===== src/rtl/approx_pkg.sv =====
// Shared types and helpers for the approximate adder datapath.
package approx_pkg;

  typedef enum logic {
    MODE_EXACT  = 1'b0,
    MODE_APPROX = 1'b1
  } mode_e;

  // Operand fields are sized for the widest supported WIDTH (must be < MAX_W);
  // unused upper bits are constant and trim away.
  localparam int unsigned MAX_W = 64;

  typedef struct packed {
    logic [MAX_W-1:0] a;
    logic [MAX_W-1:0] b;
    logic             cin;
    mode_e            mode;
  } s1_payload_t;

  // acc + inc, clamped to the all-ones value of a w-bit field.
  function automatic logic [MAX_W-1:0] sat_add(input logic [MAX_W-1:0] acc,
                                               input logic [MAX_W-1:0] inc,
                                               input int unsigned      w);
    logic [MAX_W:0] one;
    logic [MAX_W:0] sum;
    logic [MAX_W:0] lim;
    one = {{MAX_W{1'b0}}, 1'b1};
    sum = {1'b0, acc} + {1'b0, inc};
    lim = (one << w) - one;
    return (sum > lim) ? lim[MAX_W-1:0] : sum[MAX_W-1:0];
  endfunction

endpackage


===== src/rtl/loa_adder.sv =====
// Lower-part-OR approximate adder: OR on the low APPROX_BITS, exact ripple above.
module loa_adder #(
  parameter int unsigned WIDTH       = 8,
  parameter int unsigned APPROX_BITS = 3
) (
  input  logic [WIDTH-1:0] a,
  input  logic [WIDTH-1:0] b,
  output logic [WIDTH:0]   sum
);

  generate
    if (APPROX_BITS == 0) begin : g_exact
      assign sum = {1'b0, a} + {1'b0, b};
    end else if (APPROX_BITS >= WIDTH) begin : g_all_or
      assign sum = {a[WIDTH-1] & b[WIDTH-1], a | b};
    end else begin : g_split
      localparam int unsigned L = APPROX_BITS;
      logic             carry;
      logic [WIDTH-L:0] hi;
      // Carry into the exact part is guessed from the top approximated bit only.
      assign carry = a[L-1] & b[L-1];
      assign hi    = {1'b0, a[WIDTH-1:L]} + {1'b0, b[WIDTH-1:L]}
                   + {{(WIDTH-L){1'b0}}, carry};
      assign sum   = {hi, a[L-1:0] | b[L-1:0]};
    end
  endgenerate

endmodule


===== src/rtl/approx_adder_pipe.sv =====
// Two-stage valid/ready approximate adder with exact/approx mode and error statistics.
module approx_adder_pipe
  import approx_pkg::*;
#(
  parameter int unsigned WIDTH       = 8,
  parameter int unsigned APPROX_BITS = 3,
  parameter int unsigned ERR_W       = 16,
  parameter int unsigned CNT_W       = 16
) (
  input  logic             clk,
  input  logic             rst,
  input  logic             in_valid,
  output logic             in_ready,
  input  logic [WIDTH-1:0] in_a,
  input  logic [WIDTH-1:0] in_b,
  input  logic             in_cin,
  input  logic             in_mode,
  output logic             out_valid,
  input  logic             out_ready,
  output logic [WIDTH:0]   out_sum,
  output logic             out_mode,
  input  logic             stat_clear,
  output logic [ERR_W-1:0] err_acc,
  output logic [CNT_W-1:0] sample_cnt,
  output logic [WIDTH:0]   err_max
);

  logic             s1_valid;
  s1_payload_t      s1;
  s1_payload_t      s1_next;
  logic             s2_valid;
  logic [WIDTH:0]   s2_approx;
  logic [WIDTH:0]   s2_exact;
  logic             s2_mode;

  logic             s1_load;
  logic             s2_load;
  logic             out_hs;
  logic [WIDTH-1:0] s1_a;
  logic [WIDTH-1:0] s1_b;
  logic [WIDTH:0]   approx_sum;
  logic [WIDTH:0]   exact_sum;
  logic [WIDTH:0]   err;
  logic             unused_hi;

  assign s2_load  = !s2_valid || out_ready;
  assign s1_load  = !s1_valid || s2_load;
  assign in_ready = s1_load;
  assign out_hs   = s2_valid && out_ready;

  always_comb begin
    s1_next                = '0;
    s1_next.a[WIDTH-1:0]   = in_a;
    s1_next.b[WIDTH-1:0]   = in_b;
    s1_next.cin            = in_cin;
    s1_next.mode           = mode_e'(in_mode);
  end

  assign s1_a      = s1.a[WIDTH-1:0];
  assign s1_b      = s1.b[WIDTH-1:0];
  assign unused_hi = ^{s1.a[MAX_W-1:WIDTH], s1.b[MAX_W-1:WIDTH]};
  assign exact_sum = {1'b0, s1_a} + {1'b0, s1_b} + {{WIDTH{1'b0}}, s1.cin};

  loa_adder #(
    .WIDTH      (WIDTH),
    .APPROX_BITS(APPROX_BITS)
  ) u_loa (
    .a  (s1_a),
    .b  (s1_b),
    .sum(approx_sum)
  );

  always_ff @(posedge clk) begin
    if (rst) begin
      s1_valid  <= 1'b0;
      s1        <= '0;
      s2_valid  <= 1'b0;
      s2_approx <= '0;
      s2_exact  <= '0;
      s2_mode   <= 1'b0;
    end else begin
      if (s1_load) begin
        s1_valid <= in_valid;
        if (in_valid) s1 <= s1_next;
      end
      if (s2_load) begin
        s2_valid <= s1_valid;
        if (s1_valid) begin
          // With no approximated bits the approximate path is the exact sum, cin included.
          s2_approx <= (APPROX_BITS != 0) ? approx_sum : exact_sum;
          s2_exact  <= exact_sum;
          s2_mode   <= s1.mode;
        end
      end
    end
  end

  assign out_valid = s2_valid;
  assign out_mode  = s2_mode;
  assign out_sum   = (s2_mode == MODE_APPROX) ? s2_approx : s2_exact;
  assign err       = (s2_exact >= s2_approx) ? (s2_exact - s2_approx)
                                             : (s2_approx - s2_exact);

  always_ff @(posedge clk) begin
    if (rst || stat_clear) begin
      err_acc    <= '0;
      sample_cnt <= '0;
      err_max    <= '0;
    end else if (out_hs && (s2_mode == MODE_APPROX)) begin
      err_acc    <= ERR_W'(sat_add(MAX_W'(err_acc), MAX_W'(err), ERR_W));
      sample_cnt <= CNT_W'(sat_add(MAX_W'(sample_cnt), MAX_W'(1), CNT_W));
      err_max    <= (err > err_max) ? err : err_max;
    end
  end

endmodule


===== config.mk =====
export PLATFORM = sky130hd
export DESIGN_NAME = approx_adder_pipe
export DESIGN_NICKNAME = d
export VERILOG_FILES = /design/src/rtl/approx_pkg.sv /design/src/rtl/loa_adder.sv /design/src/rtl/approx_adder_pipe.sv
export SDC_FILE = /design/constraint.sdc
export NUM_CORES = 1
export LEC_CHECK = 0
export BUFFER_PORTS_ARGS = -buffer_cell sky130_fd_sc_hd__buf_2
export CAP_MARGIN = 20
export CORE_MARGIN = 4
export CORE_UTILIZATION = 50
export CTS_BUF_LIST = sky130_fd_sc_hd__clkbuf_16
export CTS_CLUSTER_SIZE = 40
export DETAILED_ROUTE_END_ITERATION = 7
export GPL_TIMING_DRIVEN = 0
export PLACE_DENSITY = 0.69
export REMOVE_ABC_BUFFERS = 1
export SLEW_MARGIN = 20
export SYNTH_ARGS = -nofsm -noshare
export SYNTH_HDL_FRONTEND = slang
export SYNTH_SLANG_ARGS = --single-unit

===== constraint.sdc =====
create_clock -name clk -period 13.6 [get_ports clk]
set_clock_uncertainty 0.2 [all_clocks]
set_input_delay 0 -clock clk [delete_from_list [all_inputs] [get_ports clk]]
set_output_delay 0 -clock clk [all_outputs]
set_load 0.02 [all_outputs]

==> run summary <==
Reg-to-reg slack, setup = 8.01 ns
Total power = 684 uW
Die area = 12,500 um2
DP Wirelength = 9270 um
Slowest-stage cell, CP = o41ai_4
R2R Path Start = s2_approx[6]
Synth Area in Adders = 13.6%
Setup TNS = 0 ns
Clk slew on worst S/H paths = 0.06 ns
Inserted Diodes = 0
WL per Instance = 14.1 um
Final Max Slew Viols = 0
Largest net degree at the start of global routing = 41
Area leader, netlist = dfxtp_1
Hold Startpoint = rst
Final Hold Vio Count = 0
Status = completed
Multiplexer share of the synthesized area = 2.84%
IO Count = 76
CTS Root Buffer Type = clkbuf_16
Core ar. = 10,400 um2
Worst Path Arrival = 5.57 ns
Routed length on met1 = 5700 um
Post-layout util = 60.5%
Vias = 5,092
Placer congestion estimate = 0.894
Design area = 6280 um2
Die Ht = 112 um
Startpoint types = flop
Fmax = 179 MHz
Worst slew pin tran = 0.950 ns
Total track usage = 20.2%
Cts repair resizes = 0
Starting Density = 51.7%
Cell Rows = 37
Compound-Gate Fraction of Synth Area = 22.3%
Share of the synthesized area in the top cell type = 29.8%
Most used DFF post-synth = dfxtp_1
Vias in the first global route = 4,746
Worst R2R End = err_acc[0]
Initial antenna violation count = 0
# setup viols final = 0
Async S/R FF share, synth = 0%
CTS max path bufs = 2
Antenna Nets Post-Route = 0
Num CTS Buffers = 9
Hold WC Path Type = in -> reg
Sequential area share after synthesis = 29.8%
Metal3 WL = 610 um
# Max-Cap Violations = 0
Critical Path Max Stage Delay = 0.89 ns
Final #Nets = 839
Post-synth EDFFs = 0
Synth Register Bits = 80
P_leak = 0.00272 uW
Mapped Area = 5370 um2
H-tree depth = 3
First-iteration detailed-routing DRC count = 290
Final WS setup = 8.01 ns
XOR/XNOR Fraction of Synth Area = 3.75%
Post-synthesis instance total = 689
Crit Path Category = reg -> reg
Share of layout cells above drive strength 1 = 14.9%
Critical Path RT = 13.58 ns
Worst-skew pair later-pin latency = 0.33 ns
Cell Area, Placed = 5770 um2
Highest Signal Layer = met4
CP Max Fanout = 13
Clock Sink Count = 80
Worst hold endpoint = out_valid
Overall die width = 112 um
First-pass GRT wire length = 21,500 um
Leading post-synthesis cells by cell area = dfxtp_1, ha_1, a21oi_1, nand2_1, inv_1
CTS tree = yes
DP Worst Slack = 8.08 ns
VDD IR max = 61.9 uV
Global route total overflow = 0
Pwr/cell area = 109 nW/um2
Synth unique cells = 64
Rel. slew slack = 36.5%
Hold Path Stages = 2
CP cell instances = inv_1 -> ha_1 -> a21oi_1 -> o22ai_1 -> o41ai_4 -> mux2i_1 -> o211ai_1 -> a31oi_1 -> xnor2_1 -> ha_1 -> a21o_1 -> nor3_1 -> o21ai_0 -> a31oi_1 -> nor3_1 -> nor2_1 -> a21oi_1
Yosys warning count = 0
DRC = 0
Post-Syn Area per Cell = 7.79 um2
Tmin final = 5.59 ns
R2R cell count = 17
CP Capture Type = flop
WL final = 12,800 um
Unrepaired setup endpoints after global routing = no
Largest family of logic cells by synthesized area = compound AO/OA/AOI/OAI gates
DRT Pass-1 Iters = 5
Simple-gate share of the synthesized area = 20.7%
Part of the cycle the worst path needs = 41.1%
Port bufs = 75
Syn-to-layout area delta = 17.0%
Post-DR vias/cell = 5.64
Met2 wire length = 6240 um
[layout by cell type, fill, tap and decap left out, drive strengths merged, types with 9 or more instances in the layout]
master,synthesis,layout
nand2,94,94
nand3,14,14
o21ai,42,42
clkbuf,30,9
mux2i,10,10
a31oi,9,9
a21o,9,9
nor3,24,24
buf,6,76
nor2,48,48
a21oi,74,74
xnor2,15,15
a211oi,14,14
ha,47,47
inv,56,57
dlygate4sd3,0,22
nand4,11,11
dfxtp,80,80
[worst max path at each step]
| stage | from | endpoint | slack (ns) | cells past startpoint |
|---|---|---|---|---|
| detailed placement | s2_approx[6] | err_acc[0] | 8.08 | 17 |
| global route | s2_approx[5] | err_acc[0] | 7.49 | 17 |
| CTS | s2_approx[6] | err_acc[0] | 8.06 | 17 |
| global placement | s2_approx[6] | err_max[8] | 7.48 | 16 |
| finish | s2_approx[6] | err_acc[0] | 8.01 | 17 |
| floorplan | s2_approx[5] | err_max[8] | 8.27 | 16 |
[cell usage after synthesis (all sizes together), types with 3 or more instances]
| master | count |
|---|---|
| o221a | 3 |
| mux2 | 4 |
| mux2i | 10 |
| nand2 | 94 |
| nand4 | 11 |
| buf | 6 |
| o21ai | 42 |
| nand3 | 14 |
| a21oi | 74 |
| or3 | 3 |
| o21a | 7 |
| ha | 47 |
| nand2b | 3 |
| or2 | 5 |
| a211o | 3 |
| a32oi | 3 |
| a21o | 9 |
| inv | 56 |
| nor4 | 4 |
| a221o | 3 |
| xor2 | 8 |
| dfxtp | 80 |
| xnor2 | 15 |
| nor3 | 24 |
| clkbuf | 30 |
| fa | 7 |
| and3 | 8 |
| a211oi | 14 |
| nor3b | 4 |
| o22ai | 4 |
| nor2b | 6 |
| a31oi | 9 |
| nand3b | 3 |
| nor2 | 48 |
[area by class of cell]
cell class / instances / area [um2]
timing repair buffer: 98 / 607
clock inverter: 7 / 63.8
multi-input combinational: 517 / 3400
inverter: 56 / 210
fill: 978 / 4090
sequential: 80 / 1600
clock buffer: 9 / 225
tap: 136 / 170
[where the power goes]
part | internal [uW] | switching [uW] | leakage [uW]
logic | 83.0 | 116 | 0.00192
clock network | 141 | 96.9 | 0.000142
registers | 241 | 5.90 | 0.000650
total | 465 | 219 | 0.00272
[cells by family (layout without fill, tap and decap cells)]
family	after synthesis	count (layout)
AO/OA/AOI/OAI	189	189
XOR/XNOR	23	23
adder cells (fa/ha/maj)	54	54
buffers and inverters	92	170
flip-flops	80	80
multiplexers	14	14
AND/OR/NAND/NOR	237	237
[stage by stage]
stage                     hold slack, ns  instances
final                             0.0145        903
after detailed placement          0.0397        865
after global routing              0.0575        903
after floorplan                   -0.131        653
after CTS                        0.00329        903
after global placement            0.0373        864
[state kept, by name, summed over array words and instances (netlist names)]
register    cells
s1_valid        1
out_valid       1
sample_cnt     16
s2_exact        9
err_acc        16
out_mode        1
s1             18
err_max         9
s2_approx       9
[layer usage]
metal | global-route usage [%] | vias up
met4 | 6.73 | 0
met5 | 0 | -
met3 | 3.48 | 20
met1 | 25.1 | 2361
met2 | 35.3 | 136
li1 | - | 2575
[critical path, delay by kind of cell (launching register included)]
| family | cells | cell delay, ns |
|---|---|---|
| buffers and inverters | 1 | 0.06 |
| muxes | 1 | 0.52 |
| xor gates and xnor gates | 1 | 0.20 |
| and+or+nand+nor | 3 | 0.76 |
| AOI/OAI and AO/OA | 9 | 2.55 |
| adders and majority gates | 2 | 0.76 |
| DFF | 1 | 0.39 |
[repair_timing]
action	4_1_cts	5_1_grt
setup buffers	0	0
hold buffers	22	0
hold endpoints to repair	36	0
No activity file was read; power rests on OpenSTA's default activity.
